<file path="config.mk">
export PLATFORM = sky130hd
export DESIGN_NAME = hazard_stall_controller
export DESIGN_NICKNAME = d
export VERILOG_FILES = /design/src/rtl/hazard_stall_controller.sv
export SDC_FILE = /design/constraint.sdc
export NUM_CORES = 1
export LEC_CHECK = 0
export BUFFER_PORTS_ARGS = -buffer_cell sky130_fd_sc_hd__buf_4
export CAP_MARGIN = 30
export CORE_MARGIN = 5
export CORE_UTILIZATION = 28
export DETAILED_ROUTE_END_ITERATION = 6
export PLACE_DENSITY_LB_ADDON = 0.08
export SYNTH_ARGS = -nofsm -noshare
export SYNTH_HDL_FRONTEND = slang
export SYNTH_SLANG_ARGS = --single-unit
</file>
<file path="constraint.sdc">
create_clock -name clk -period 3.8 [get_ports clk]
set_input_delay 0.57 -clock clk [delete_from_list [all_inputs] [get_ports clk]]
set_output_delay 0.57 -clock clk [all_outputs]
set_load 0.005 [all_outputs]
</file>
<file path="src/rtl/hazard_stall_controller.sv">
// ---------------------------------------------------------------------------
// hazard_stall_controller
//
// Central stall/flush sequencer for the 5-stage MIPS pipeline. It works
// alongside the EXE-stage forwarding unit. It handles four cases:
//   - Load-use hazards, and RAW hazards when forwarding is off, detected in ID:
//     it holds PC and IF/ID and injects a bubble into ID/EXE.
//   - Taken branches resolved in EXE: it flushes IF/ID and bubbles ID/EXE to
//     squash the wrong-path instructions.
//   - Data-memory wait: it freezes every pipeline register until mem_ready.
//   - Memory timeout: it enters a sticky ERROR state. Only rst leaves it.
//
// Configuration macro:
//   FORWARDING_EN - when defined, the forwarding unit resolves every non-load
//                   RAW hazard, so only load-use stalls. When undefined, any
//                   EXE or MEM writer that matches an ID source stalls.
//
// Parameters:
//   MEM_TIMEOUT - maximum consecutive memory-wait cycles (1..255).
//   CNT_W       - width of the saturating stall-cycle counter.
//
// Ports:
//   clk, rst                       clock, synchronous active-high reset
//   src1_ID, src2_ID, two_src_ID   ID-stage source registers
//   dest_EXE, WB_EN_EXE, MEM_R_EN_EXE   EXE-stage writer info
//   dest_MEM, WB_EN_MEM            MEM-stage writer info
//   br_taken_EXE                   branch/jump resolved taken in EXE
//   mem_req_MEM, mem_ready         data-memory handshake
//   freeze_PC, freeze_IF_ID        hold PC / IF-ID register
//   bubble_ID_EXE, flush_IF_ID     load NOP into ID/EXE, clear IF/ID
//   freeze_all                     hold every pipeline register
//   mem_timeout                    sticky memory-timeout error flag
//   stall_cnt                      saturating count of stalled/frozen cycles
// ---------------------------------------------------------------------------
module hazard_stall_controller #(
  parameter int MEM_TIMEOUT = 16,
  parameter int CNT_W       = 16
) (
  input  logic             clk,
  input  logic             rst,
  input  logic [4:0]       src1_ID,
  input  logic [4:0]       src2_ID,
  input  logic             two_src_ID,
  input  logic [4:0]       dest_EXE,
  input  logic             WB_EN_EXE,
  input  logic             MEM_R_EN_EXE,
  input  logic [4:0]       dest_MEM,
  input  logic             WB_EN_MEM,
  input  logic             br_taken_EXE,
  input  logic             mem_req_MEM,
  input  logic             mem_ready,
  output logic             freeze_PC,
  output logic             freeze_IF_ID,
  output logic             bubble_ID_EXE,
  output logic             flush_IF_ID,
  output logic             freeze_all,
  output logic             mem_timeout,
  output logic [CNT_W-1:0] stall_cnt
);

  typedef enum logic [1:0] {
    RUN      = 2'd0,
    MEM_WAIT = 2'd1,
    ERROR    = 2'd2
  } state_t;

  localparam logic [7:0] TIMEOUT_LIMIT = 8'(MEM_TIMEOUT);

  state_t           state_reg, state_next;
  logic [7:0]       wait_cnt_reg, wait_cnt_next;
  logic             mem_timeout_reg, mem_timeout_next;
  logic [CNT_W-1:0] stall_cnt_reg;

  // -------------------------------------------------------------------------
  // Hazard detection. Register 0 never matches. src2 is only a real operand
  // when two_src_ID is set.
  // -------------------------------------------------------------------------
  logic hit_exe;
  logic hit_mem;
  logic load_use_hit;
  logic data_stall;

  assign hit_exe = WB_EN_EXE && (dest_EXE != 5'd0) &&
                   ((src1_ID == dest_EXE) || (two_src_ID && (src2_ID == dest_EXE)));
  assign hit_mem = WB_EN_MEM && (dest_MEM != 5'd0) &&
                   ((src1_ID == dest_MEM) || (two_src_ID && (src2_ID == dest_MEM)));
  assign load_use_hit = hit_exe && MEM_R_EN_EXE;

`ifdef FORWARDING_EN
  // Forwarding covers every ALU result, so only a load that is still in EXE
  // cannot be forwarded in time.
  assign data_stall = load_use_hit;
`else
  // No forwarding: any in-flight writer that matches must drain to WB first.
  // The load-use case is a subset of hit_exe. It is kept here for clarity.
  assign data_stall = load_use_hit || hit_exe || hit_mem;
`endif

  // -------------------------------------------------------------------------
  // Next-state and output logic
  // -------------------------------------------------------------------------
  always_comb begin
    state_next       = state_reg;
    wait_cnt_next    = wait_cnt_reg;
    mem_timeout_next = mem_timeout_reg;
    freeze_PC        = 1'b0;
    freeze_IF_ID     = 1'b0;
    bubble_ID_EXE    = 1'b0;
    flush_IF_ID      = 1'b0;
    freeze_all       = 1'b0;

    case (state_reg)
      RUN: begin
        if (mem_req_MEM && !mem_ready) begin
          freeze_all    = 1'b1;
          state_next    = MEM_WAIT;
          wait_cnt_next = 8'd1;
        end else if (br_taken_EXE) begin
          // The ID instruction is on the wrong path, so any hazard it has
          // is irrelevant. Squash both the IF/ID and ID/EXE slots.
          flush_IF_ID   = 1'b1;
          bubble_ID_EXE = 1'b1;
        end else if (data_stall) begin
          freeze_PC     = 1'b1;
          freeze_IF_ID  = 1'b1;
          bubble_ID_EXE = 1'b1;
        end
      end

      MEM_WAIT: begin
        if (mem_req_MEM && mem_ready) begin
          // The pipeline moves again this cycle, so branch and hazard rules
          // apply exactly as they do in RUN.
          state_next    = RUN;
          wait_cnt_next = 8'd0;
          if (br_taken_EXE) begin
            flush_IF_ID   = 1'b1;
            bubble_ID_EXE = 1'b1;
          end else if (data_stall) begin
            freeze_PC     = 1'b1;
            freeze_IF_ID  = 1'b1;
            bubble_ID_EXE = 1'b1;
          end
        end else begin
          freeze_all = 1'b1;
          if (wait_cnt_reg >= TIMEOUT_LIMIT) begin
            state_next       = ERROR;
            mem_timeout_next = 1'b1;
          end else begin
            wait_cnt_next = wait_cnt_reg + 8'd1;
          end
        end
      end

      ERROR: begin
        freeze_all = 1'b1;
      end

      default: begin
        state_next = RUN;
      end
    endcase

    // Reset forces every control output low, whatever the other inputs are.
    if (rst) begin
      freeze_PC     = 1'b0;
      freeze_IF_ID  = 1'b0;
      bubble_ID_EXE = 1'b0;
      flush_IF_ID   = 1'b0;
      freeze_all    = 1'b0;
    end
  end

  // -------------------------------------------------------------------------
  // Registers
  // -------------------------------------------------------------------------
  logic stall_cycle;
  // A flush alone does not count as a stall.
  assign stall_cycle = freeze_PC || freeze_all || bubble_ID_EXE;

  always_ff @(posedge clk) begin
    if (rst) begin
      state_reg       <= RUN;
      wait_cnt_reg    <= 8'd0;
      mem_timeout_reg <= 1'b0;
      stall_cnt_reg   <= '0;
    end else begin
      state_reg       <= state_next;
      wait_cnt_reg    <= wait_cnt_next;
      mem_timeout_reg <= mem_timeout_next;
      if (stall_cycle && (stall_cnt_reg != {CNT_W{1'b1}})) begin
        stall_cnt_reg <= stall_cnt_reg + 1'b1;
      end
    end
  end

  assign mem_timeout = mem_timeout_reg;
  assign stall_cnt   = stall_cnt_reg;

endmodule

</file>
## After elaboration in Yosys (flattened, before gate mapping)

Cells that the tools add are included.

| cells by class | value |
|---|---|
| muxes and demuxes | 28 |
| bitwise gates (word level) | 2 |
| equality and inequality tests | 10 |
| $lt $le $gt $ge | 1 |
| reduce and logical (&&, ||, !) cells | 24 |
| $add $sub $neg | 2 |

Operators with widths:

| operator | count |
|---|---|
| two-way mux 8 bit | 3 |
| equality test 5 bit | 4 |
| adder 16 x 1 -> 16 bit (second input constant) | 1 |
| two-way mux 1 bit | 16 |
| != test 16 bit (second input constant) | 1 |
| case mux 8 bit (2 select lines) | 1 |
| logical AND 1 bit | 10 |
| nonzero test 5 bit | 2 |
| AND reduction 3 bit | 3 |
| adder 8 x 1 -> 8 bit (second input constant) | 1 |
| greater-or-equal comparator 8 x 5 -> 1 bit (second input constant) | 1 |
| logical OR 1 bit | 6 |
| two-way mux 2 bit | 3 |
| != test 3 bit (second input constant) | 2 |
| case mux 1 bit (2 select lines) | 3 |
| case mux 2 bit (3 select lines) | 1 |
| case mux 1 bit (3 select lines) | 1 |
| equality test 2 x 1 -> 1 bit (second input constant) | 1 |
| equality test 2 bit (second input constant) | 1 |
| logical NOT 2 bit | 1 |
| != test 2 bit (second input constant) | 1 |
| NOT 1 bit | 2 |
| nonzero test 2 bit | 1 |
| logical NOT 1 bit | 1 |

| word-level totals | value |
|---|---|
| register bits | 27 |

## Longest topological paths before layout

Gate-level depths: netlist (run 1).

| logic depth | value |
|---|---|
| depth in word-level cells | 15 |
| mapped depth | 8 |
| mapped depth without buffers | 6 |

## Worst setup path after synthesis (run 1)

Ideal clock, no wire load.

| path | value |
|---|---|
| path kind | input to output |
| start point | input port src2_ID[2] |
| end point | output port freeze_PC |
| required time | 3,230 ps |
| buffers on the path | 1 |
| arrival | 1,814 ps |
| setup slack | 1,416 ps |
| stages on the path | 6 |
| cells stage by stage | xor2_1 > nor4_2 > a32oi_1 > o22a_2 > nor3_1 > buf_4 |

| between the ends | value |
|---|---|
| cells in the longest elaborated chain, start to end | 12 |

RTL lines:

| item | line | RTL |
|---|---|---|
| start: declaration | 42 | `input logic [4:0] src2_ID,` |
| equality test 5 bit | 84 | `((src1_ID == dest_EXE) \|\| (two_src_ID && (src2_ID == dest_EXE)));` |
| logical AND 1 bit | 84 |  |
| logical OR 1 bit | 84 |  |
| logical AND 1 bit | 83 | `assign hit_exe = WB_EN_EXE && (dest_EXE != 5'd0) &&` |
| logical AND 1 bit | 87 | `assign load_use_hit = hit_exe && MEM_R_EN_EXE;` |
| logical OR 1 bit | 96 | `assign data_stall = load_use_hit \|\| hit_exe \|\| hit_mem;` |
| logical OR 1 bit (*) | 96 |  |
| two-way mux 1 bit (*) (2 in series) | - |  |
| two-way mux 1 bit (on tied branches) | - |  |
| case mux 1 bit (2 select lines) (*) | - |  |
| two-way mux 1 bit (*) | - |  |
| end: declaration | 52 | `output logic freeze_PC,` |

Mark *: on every way between the ends. The rest lies on a longest branch, timed or not.

## Final worst setup path (run 1)

| path | value |
|---|---|
| start point | input port dest_EXE[2] |
| end point | output port freeze_PC |

| between the ends | value |
|---|---|
| cells in the longest elaborated chain, start to end | 12 |

RTL lines:

| item | line | RTL |
|---|---|---|
| start: declaration | 44 | `input logic [4:0] dest_EXE,` |
| equality test 5 bit | 84 |  |
| logical AND 1 bit | 84 |  |
| logical OR 1 bit | 84 |  |
| logical AND 1 bit (*) | 83 |  |
| logical AND 1 bit | 87 |  |
| logical OR 1 bit (*) (2 in series) | 96 |  |
| two-way mux 1 bit (*) | 123, 139 |  |
| two-way mux 1 bit (*) | 118 | `end else if (br_taken_EXE) begin` |
| two-way mux 1 bit (on tied branches) | 131, 114 |  |
| case mux 1 bit (2 select lines) (*) | 112 | `case (state_reg)` |
| two-way mux 1 bit (*) | 165 | `if (rst) begin` |

Marks and branches as above.

==> results.txt, run 1 <==
* Run status: complete, no violations
- The die is 87.8 µm wide.
- The worst register-to-register path begins at stall_cnt[4].
* Required time at the worst-slack endpoint: 3.23 ns
* # resized after CTS: 0
* Number of inserted filler cells in the final layout: 631
- After detailed routing, the average wire length per cell comes to 13.4 µm.
- Number of failing setup endpoints in the final timing report: 0
- Largest net degree at the start of global routing: 21
* Standard-cell row count: 28
* Slew at the pin closest to its max-slew limit: 0.439 ns
* Number of library cell types mapped by synthesis: 49
* Routed vias: 1587
- The register with the most flip-flops in the layout has 16 of them.
- Headroom to the max-slew limit came out at 70.7%.
* # H-tree levels: 1
- WL final: 4.35 mm
- The final layout contains 283 nets.
- Measured along the y axis, the die boundary spans 87.8 µm.
* Drt first-iter violations: 64
- Final hold viol count: 0
- For this run, the number of Yosys warnings is 0.
* Total power draw: 0.570 mW
* Max Clock Skew: 0.00566 ns
- Final worst-path cycle share: 69.6%
- Fin Setup TNS: 0 ns
- Sinks on the clock net: 27
* Number of inserted diodes: 0
- Half-perimeter wire length after detailed placement: 3.37 mm
- Setup fix buffers added after clock tree synthesis: 0
* Area enclosed by the die boundary: 7710 µm²
* Drt first pass iters: 4
- 51 I/O pins were placed.
- Final non-filler cell total: 325
- Post-layout min period: 2.64 ns
- The area growth from synthesis to layout is 27.5%.
- Sequential standard cell area: 541 µm²
- Detailed-route vias per instance: 4.88
* Clock-pin transition on the worst setup and hold timing paths: 0.09 ns
* Port Buffer Count: 49
* Routed Antenna Nets: 0
- RD Place Congestion: 0.727
* Post-Synthesis Cell Area: 1700 µm²
- Of the synthesized area, sequential elements account for 31.9%.
- Global routing used 11.4% of the available tracks across all layers.
* IR drop worst, VDD: 162 µV
- For this configuration, the core starts out at a cell density of 28.6%.
- Counting along the longest clock path gives a buffer depth of 2.
- Pwr per Cell Area: 264 nW/µm²
- The critical path is of the input pin to output pin type.
- For this run, the top clock speed supported by timing is 378 MHz.
- The number of max-slew violations in the final report is 0.
- Summing all multi-input logic gate instances after layout gives 1080 µm².
- Floorplan Core Area: 5920 µm²
- Synthesis produced a netlist with a net count of 236.
* Residual overflow from global routing: 0
- The number of placed instances, taps included, is 321.
- The most critical setup path has its startpoint at dest_EXE[2].
- Clock tree from TritonCTS: yes
- Averaged over all synthesized cells, the footprint is 8.31 µm².
- In this run the most critical hold path is launched from mem_timeout.
- Of all nets on the critical path, the largest fanout is 3.
* Setup repair after global routing missed its margin: no
- After detailed routing, the number of remaining DRC violations is 0.
- Number of flip-flops and latches in the synthesized netlist: 27
- Number of antenna violations at the first check in global routing: 0
- Clock tree synthesis selected as its root buffer the cell sky130_fd_sc_hd__clkbuf_8.
* Number of global-route vias before repair: 1518
- Data arrival, critical path: 2.07 ns
- The first global-routing pass estimated 7.16 mm of wire.
* Max Cap Viol: 0
- Cells with a size suffix above 1 make up 26.0% of the layout.
- The worst setup path is captured at an output pin.
- The worst setup path is launched from an input pin.
* Hold Buf Count CTS: 0
* Worst-skew pair later-pin latency: 0.27 ns
- Static leakage: 0.907 nW
- The min-delay analysis places its worst path in the category register to register.
- Gate Count Post-Synth: 204
- Cts bufs inserted: 3
## cell type report
type / instances / area share (%)
clock buffers: 4 / 2.08
inverters: 9 / 1.56
multi-input cells: 161 / 50.0
flip-flops and latches: 27 / 25.0
well taps: 75 / 4.34
repair buffers: 49 / 17.0
## final timing paths
check                               endpoint  slack (ns)  cells past startpoint
worst max-delay path               freeze_PC        1.16                      7
worst min register to register   mem_timeout        0.45                      2
worst min-delay path             mem_timeout        0.45                      2
worst max register to register  stall_cnt[0]        1.70                      5
## where the power goes
group          leakage, nW  switching (mW)  internal, mW
combinational        0.665          0.0553        0.0546
sequential           0.218         0.00732         0.288
clock               0.0228          0.0892        0.0751
total                0.907           0.152         0.418
## synthesized netlist by cell type (all sizes together)
cell | instances | area, µm²
nand4 | 9 | 56.3
xnor2 | 3 | 26.3
and3 | 8 | 60.1
mux2 | 2 | 26.3
nand2 | 15 | 56.3
or4 | 4 | 33.8
a21boi | 1 | 7.51
a41oi | 1 | 8.76
inv | 8 | 30.0
and2 | 5 | 31.3
nor4 | 2 | 18.8
a311oi | 1 | 8.76
nor2 | 17 | 66.3
a221oi | 1 | 15.0
a22o | 1 | 8.76
a41o | 1 | 10.0
o22a | 1 | 10.0
mux2i | 5 | 50.1
o221ai | 1 | 15.0
a32oi | 2 | 17.5
xor2 | 19 | 166
buf | 5 | 32.5
o221a | 1 | 20.0
nor3 | 3 | 15.0
a2111oi | 1 | 8.76
o21ai | 12 | 60.1
nand2b | 2 | 12.5
a211oi | 1 | 7.51
clkinv | 1 | 3.75
or3 | 8 | 52.6
a31oi | 4 | 25.0
nand3 | 8 | 40.0
o31ai | 1 | 7.51
and4 | 2 | 17.5
dfxtp | 27 | 541
a21oi | 13 | 65.1
nor2b | 3 | 18.8
clkbuf | 2 | 7.51
ha | 3 | 37.5
## stage by stage
step	hold slack [ns]	area [µm²]	util [%]	worst slack, ns
floorplan	0.439	1700	-	1.42
global placement	0.446	2120	35.8	1.15
detailed placement	0.448	2120	35.8	1.18
CTS	0.465	2160	36.5	1.17
global route	0.504	2160	36.5	1.01
finish	0.454	2160	36.5	1.16
## per-layer routing
metal / vias to the layer above / wire (µm) / part of all wire (%) / track usage [%]
met2: 25 / 2130 / 49 / 18.8
met1: 718 / 2000 / 46 / 15.1
met5: - / 0 / 0 / 0
met3: 4 / 176 / 4.0 / 2.73
met4: 0 / 42 / 0.97 / 2.37
li1: 840 / - / - / -
## critical path, cell delays in order
cell and delay [ns]:
sky130_fd_sc_hd__buf_4 0.12, sky130_fd_sc_hd__xor2_1 0.15, sky130_fd_sc_hd__nor4_1 0.31, sky130_fd_sc_hd__a32oi_1 0.24
sky130_fd_sc_hd__o22a_2 0.25, sky130_fd_sc_hd__nor3_1 0.27, sky130_fd_sc_hd__buf_4 0.17
## cells by family (layout without fill, tap and decap cells)
kind of cell / after synthesis / after routing / share of synthesized area (%)
simple gates: 86 / 86 / 28.3
compound gates: 43 / 43 / 17.4
flops: 27 / 27 / 31.9
xor+xnor: 22 / 22 / 11.4
buf+inv: 16 / 62 / 4.35
mux: 7 / 7 / 4.50
fa+ha+maj: 3 / 3 / 2.21
## cell usage in the layout, fill, tap and decap left out, drive strengths merged, types with 3 or more instances in the layout
master | synthesis | routed
dfxtp | 27 | 27
or4 | 4 | 4
xor2 | 19 | 19
nand3 | 8 | 8
nand2 | 15 | 15
buf | 5 | 49
nor2b | 3 | 3
nor3 | 3 | 3
o21ai | 12 | 12
or3 | 8 | 8
a31oi | 4 | 4
and2 | 5 | 5
xnor2 | 3 | 3
nor2 | 17 | 17
a21oi | 13 | 13
clkbuf | 2 | 4
and3 | 8 | 8
mux2i | 5 | 5
nand4 | 9 | 9
ha | 3 | 3
inv | 8 | 8
No activity file was read; power rests on OpenSTA's default activity.
==> run 2: changes to the inputs <==
Settings changed: ABC_AREA set to 1.
Clock period 3.8 ns to 2.7 ns, I/O delays scaled along.
==> results.txt, run 2 <==
- Of the total power, combinational logic draws 20.2%.
- Worst relative slew slack: 67.9%
- Buffers added to address setup during post-CTS repair amount to 0.
* Worst-skew pair later-pin latency: 0.28 ns
* Fin Setup TNS: 0 ns
- EDFF count, synth: 0
- Clock tree from TritonCTS: yes
* List of most frequent post-synthesis cells: sky130_fd_sc_hd__nand2_1, sky130_fd_sc_hd__inv_1, sky130_fd_sc_hd__nor2_1, sky130_fd_sc_hd__dfxtp_1, sky130_fd_sc_hd__nand3_1
* Slowest stage delay, CP: 0.45 ns
- On the critical path the largest part of the delay comes from simple AND/OR/NAND/NOR gates.
- Average size of a mapped cell: 6.26 µm²
* Total power draw: 0.824 mW
- From bottom edge to top edge, the die measures 91.8 µm.
- Setup repair after global routing missed its margin: no
- Multiplexer share of the synthesized area: 0%
- After Yosys synthesis, XOR and XNOR cells account for 7.49% of the synthesized area.
- Sequential share of the synthesized area: 28.9%
* Count leader, synth: sky130_fd_sc_hd__nand2_1
- Commonest cells after routing, fill and taps aside: sky130_fd_sc_hd__nand2_1, sky130_fd_sc_hd__buf_4, sky130_fd_sc_hd__inv_1
- The routed layout has 1907 vias.
* Simple-gate share of the synthesized area: 40.7%
* Half-perimeter wire length after detailed placement: 3.85 mm
- Power Internal: 0.577 mW
* Number of max-slew violations in the final report: 0
- Residual overflow from global routing: 0
* Number of nets in the layout: 379
- Number of inserted diodes: 0
- Port Buffer Count: 49
* Number of flip-flops under the largest register name: 16
- Pwr per Cell Area: 352 nW/µm²
* RD Place Congestion: 0.792
* Run status: complete, no violations
- Hold Startpoint: mem_ready
- The cell area that synthesis handed to floorplanning was 1870 µm².
- In this run the number of H-tree levels came out at 1.
* Worst reg2reg path startpoint: stall_cnt[0]
- Initial Utilization: 29.1%
- In this run the remaining antenna-violating nets after routing total 0.
- Row generation in the floorplan step produced 29 rows.
- At the worst endpoint, the arrival time is 2.24 ns.
* Slowest cell on the critical path: sky130_fd_sc_hd__or4_1
* CP Class: register to register
- Sinks on the clock net: 27
- The worst setup path is captured at a register.
- Worst-case clock buffer depth: 2
- Using the TritonRoute via totals, the vias-per-cell ratio works out to 4.51.
* Number of flip-flops and latches in the synthesized netlist: 27
- Across the run, the number of max-cap violations was 0.
- Measured along the x axis, the die boundary spans 91.8 µm.
* P_sw: 0.247 mW
* Cts bufs inserted: 3
* Share of final-layout standard cells stronger than drive strength 1: 21.1%
* Setup crit start kind: register
* Post-layout min period: 2.02 ns
- The tree is rooted in a sky130_fd_sc_hd__clkbuf_8.
- The first detailed-routing pass ran for 4 iterations.
- Floorplan Core Area: 6420 µm²
- The library cell used most frequently in the layout, excluding fill and tap cells, is sky130_fd_sc_hd__nand2_1.
- For this block, the initial DRC count from the detailed router was 81.
* Worst Hold Margin: 0.434 ns
- The cell that appears most often on the critical path is sky130_fd_sc_hd__nand2_1.
- F_max: 495 MHz
- The first global-routing pass estimated 8.27 mm of wire.
- Average wire per standard cell: 11.7 µm
* Adder-Cell Fraction of Synth Area: 2.01%
* Top cells by area in the synthesized netlist: sky130_fd_sc_hd__dfxtp_1, sky130_fd_sc_hd__nand2_1, sky130_fd_sc_hd__inv_1
- Final worst-path cycle share: 74.9%
* Number of library cell types mapped by synthesis: 26
- Setup violations remaining at the end of the flow were counted as 0.
- Cell breakdown of the critical path: ha_1, nand2_1, inv_1, nand3_2, or4_1, buf_4, nand2_8, nand2_1, a21oi_2
* Clock-pin transition on the worst setup and hold timing paths: 0.10 ns
* Total nets after synthesis: 331
- For the worst setup path, the data required time is 2.92 ns.
* Area Overhead vs Synth: 24.9%
- Fraction of synthesized cell area taken by the top area cell type: 28.9%
* Library cell occupying the most area in the post-synthesis netlist: sky130_fd_sc_hd__dfxtp_1
- Total routing resource utilization after global routing: 11.8%
* Max Clock Skew: 0.00186 ns
- The critical path starts at stall_cnt[0].
- Largest family of logic cells by synthesized area: simple AND/OR/NAND/NOR gates
- Power share of the sequential group: 49.9%
- In this run, the clock network consumes 29.9% of the power.
- The die covers 8420 µm².
* Number of design rule violations left after detail routing: 0
* Maximum fanout along the worst path: 15
* Worst hold path type: input pin to register
- Slew at the pin closest to its max-slew limit: 0.477 ns
* Static leakage: 1.13 nW
- In the synthesized netlist the dominant register cell turns out to be sky130_fd_sc_hd__dfxtp_1.
* Number of global-route vias before repair: 1762
- Hold Buf Count CTS: 0
- The total count of hold-check failures in the final report was 0.
- Number of warnings issued by yosys: 0
- For this block, the routed nets add up to 4.93 mm of wire.
- Gate Count Post-Synth: 299
- Entering global routing, the biggest net connects 26 pins.
- Across the VDD grid, the largest voltage drop is 166 µV.
- Synth Area in Compound Gates: 9.63%
- Net switching is 29.9% of the power.
- Together, buffers and inverters on the worst path number 2.
* I/O Pins: 51
- Number of antenna violations at the first check in global routing: 0
- # resized after CTS: 0
- Fraction of registers with async set/reset: 0%
run 2: per-stage QoR:
| step | worst slack, ns | instances | cell area, µm² | util, % |
|---|---|---|---|---|
| after detailed placement | 0.609 | 419 | 2290 | 35.7 |
| final | 0.679 | 423 | 2340 | 36.4 |
| after floorplan | 0.885 | 299 | 1870 | - |
| after global placement | 0.563 | 419 | 2290 | 35.7 |
| after CTS | 0.653 | 423 | 2340 | 36.4 |
| after global routing | 0.463 | 423 | 2340 | 36.4 |
run 2: layout make-up:
cell class / instances / area (µm²)
Inverter: 40 / 150
Tap cell: 77 / 96.3
Sequential cell: 27 / 541
Clock buffer: 3 / 41.3
Fill cell: 726 / 4080
Timing Repair Buffer: 51 / 383
Clock inverter: 1 / 7.51
Multi-Input combinational cell: 224 / 1120
run 2: worst min-delay path, cell delays in order:
cell,delay (ns)
sky130_fd_sc_hd__buf_4,0.08
sky130_fd_sc_hd__nor2_1,0.04
sky130_fd_sc_hd__nand2_1,0.08
sky130_fd_sc_hd__a21oi_1,0.07
run 2: worst paths after layout:
check	endpoint	slack [ns]	depth (start not counted)
worst max-delay path	stall_cnt[4]	0.68	9
worst min-delay path	state_reg[0]	0.43	4
worst max register to register	stall_cnt[4]	0.68	9
worst min register to register	wait_cnt_reg[6]	0.45	2
run 2: cell families (layout without fill, tap and decap cells):
kind of cell	count (synthesis)	after routing
simple gates	177	177
buf+inv	48	95
compound gates	28	28
flops	27	27
xor+xnor	16	16
fa+ha+maj	3	3
run 2: routing by layer:
layer	share of wire [%]	vias up	GRT usage [%]
met1	50	839	16.0
met5	0	-	0
met4	0.34	0	1.49
met3	4.3	2	3.11
li1	-	1028	-
met2	46	38	19.4
run 2: power groups by stage:
stage | Clock, mW | Combinational (mW) | Sequential [mW]
final | 0.247 | 0.166 | 0.411
after detailed placement | 0 | 0.170 | 0.420
after CTS | 0.260 | 0.170 | 0.411
after global routing | 0.268 | 0.190 | 0.412
after floorplan | 0 | 0.101 | 0.419
after global placement | 0 | 0.169 | 0.420
==> run 3: changes to the inputs <==
Settings changed: ABC_AREA 1 to 0.
Clock period 2.7 ns to 2 ns, I/O delays scaled along.
==> results.txt, run 3 (synthesized netlist as in run 1, its figures left out) <==
- Standard-cell row count: 28
- Measured along the x axis, the die boundary spans 87.8 µm.
* First-pass GRT wire length: 7.38 mm
- The setup path with the least slack is of type input pin to output pin.
* Total routing resource utilization after global routing: 11.8%
* Number of failing setup endpoints in the final timing report: 0
- Number of max-slew violations in the final report: 0
- Power share of the sequential group: 48.8%
- In the layout the commonest cells are sky130_fd_sc_hd__buf_4, sky130_fd_sc_hd__dfxtp_1, sky130_fd_sc_hd__xor2_1.
* Worst-case clock buffer depth: 2
* Half-perimeter wire length after detailed placement: 3.61 mm
- After detailed routing, the number of vias per cell comes to 4.82.
* Most frequent standard cell in the layout excluding fill and tap cells: sky130_fd_sc_hd__buf_4
- Worst hold path type: input pin to register
- Post-layout min period: 1.97 ns
* Pwr per Cell Area: 468 nW/µm²
* Slew at the pin closest to its max-slew limit: 0.327 ns
- Required time at the worst-slack endpoint: 1.70 ns
- The clock network accounts for 28.0% of the total power.
- Setup slack after layout: 0.0344 ns
- After layout, the design draws a total of 1.15 mW.
- Vert. Die Dim: 87.8 µm
* Final hold viol count: 0
* Share of final-layout standard cells stronger than drive strength 1: 37.1%
* Initial Utilization: 28.6%
- The region available for standard cell placement spans 5920 µm².
- Max Clock Skew: 0.00452 ns
- Clock-pin slew was measured on the worst setup and hold paths at 0.10 ns.
* Number of antenna violations at the first check in global routing: 0
* Number of inserted diodes: 0
- Global routing finished with a remaining overflow of 0.
- The analysis attributes to cell leakage a power of 1.06 nW.
- The tree built by TritonCTS fans out to 27 sinks.
- RD Place Congestion: 0.753
* Final worst-path cycle share: 98.3%
- Derived from the worst setup path, the maximum achievable clock frequency is 509 MHz.
- Timing analysis after detailed placement gives a worst setup slack of -0.130 ns.
* Worst relative slew slack: 77.6%
- P_sw: 0.315 mW
- Nature of the critical path endpoint: output pin
* Port Buffer Count: 49
* Largest net degree at the start of global routing: 17
- The die covers 7710 µm².
- Detailed routing inserted a total of 1686 vias.
- The run finished with clean final reports.
- Measured on the finished design, the core utilization comes to 41.4%.
- I/O Pins: 51
- Number of design rule violations left after detail routing: 0
* Combinational share of power: 23.2%
* Drt first-iter violations: 33
* Clock tree from TritonCTS: yes
- Across the run, the number of max-cap violations was 0.
- Area Overhead vs Synth: 44.7%
- At the end of the flow, the number of nets in the layout was 308.
* Clock tree root buffer cell: sky130_fd_sc_hd__clkbuf_8
- The worst-case IR drop observed on VDD is 235 µV.
* Drt first pass iters: 4
* Number of global-route vias before repair: 1589
- Of the total power, the share spent switching nets is 27.5%.
- WL final: 4.68 mm
- Along the worst path, the maximum fanout reaches 3.
* Cts bufs inserted: 3
* Routed Antenna Nets: 0
- Power Internal: 0.832 mW
* Setup crit start kind: input pin
- Dividing the detail-routed wire length by the instance count gives 13.4 µm.
* Data arrival, critical path: 1.67 ns
* Worst-skew pair later-pin latency: 0.28 ns
- CTS built an H-tree with a depth of 1.
* Setup repair after global routing missed its margin: yes
- The register with the most flip-flops in the layout has 16 of them.
## run 3: changes by cell type in the layout (fill, tap and decap cells not counted), moves of 6 or more
cell	previous run	this run
sky130_fd_sc_hd__a21oi_2	10	0
sky130_fd_sc_hd__inv_1	35	8
sky130_fd_sc_hd__buf_4	51	71
sky130_fd_sc_hd__xor2_1	8	17
sky130_fd_sc_hd__nand3_1	24	8
sky130_fd_sc_hd__nor2_1	33	16
sky130_fd_sc_hd__and3_1	0	6
sky130_fd_sc_hd__nand2_1	101	15
sky130_fd_sc_hd__o21ai_0	2	9
## run 3: repair_timing
action,4_1_cts,5_1_grt
setup endpoints to repair,3,4
hold buffers,0,0
buffers inserted,1,4
gates cloned,0,0
pin swaps,3,6
gates resized for setup,4,16
## run 3: power groups by stage
stage	Sequential (mW)	Combinational [mW]	Clock, mW
final	0.560	0.266	0.321
after global placement	0.573	0.239	0
after global routing	0.562	0.293	0.361
after floorplan	0.569	0.119	0
after detailed placement	0.573	0.238	0
after CTS	0.561	0.245	0.340
## run 3: routing by layer
layer  track usage, %  wire length (µm)  part of all wire, %
met5                0                 0                    0
met4             2.93                60                  1.3
met3             2.63               173                  3.7
met2             20.3              2350                   50
met1             14.9              2090                   45
## run 3: worst paths after layout
kind	slack (ns)	cells after the start	end	start
worst min-delay path	0.27	2	stall_cnt[12]	rst
worst max register to register	0.11	6	wait_cnt_reg[3]	wait_cnt_reg[4]
worst min register to register	0.46	2	mem_timeout	mem_timeout
worst max-delay path	0.03	7	bubble_ID_EXE	dest_MEM[1]
## run 3: cell type report
cell class	instances	area, µm²
Fill cell	630	3470
Tap cell	75	93.8
Multi-Input combinational cell	161	1170
Inverter	9	33.8
Sequential cell	27	541
Clock buffer	4	45.0
Timing Repair Buffer	74	571
## run 3: through the flow
step / setup TNS (ns) / hold slack [ns] / instance area (µm²) / std cells
floorplan: 0 / 0.439 / 1700 / 204
detailed placement: -0.761 / 0.440 / 2270 / 341
finish: 0 / 0.272 / 2450 / 350
CTS: -0.000575 / 0.273 / 2340 / 346
global placement: -0.599 / 0.442 / 2270 / 341
global route: -0.0455 / 0.281 / 2450 / 350
## run 3: critical path: stages
cell and delay, ns:
sky130_fd_sc_hd__buf_4 0.13, sky130_fd_sc_hd__or4_4 0.52, sky130_fd_sc_hd__o21ai_2 0.20, sky130_fd_sc_hd__buf_4 0.15, sky130_fd_sc_hd__o22a_4 0.16, sky130_fd_sc_hd__a21oi_1 0.07
sky130_fd_sc_hd__buf_4 0.14
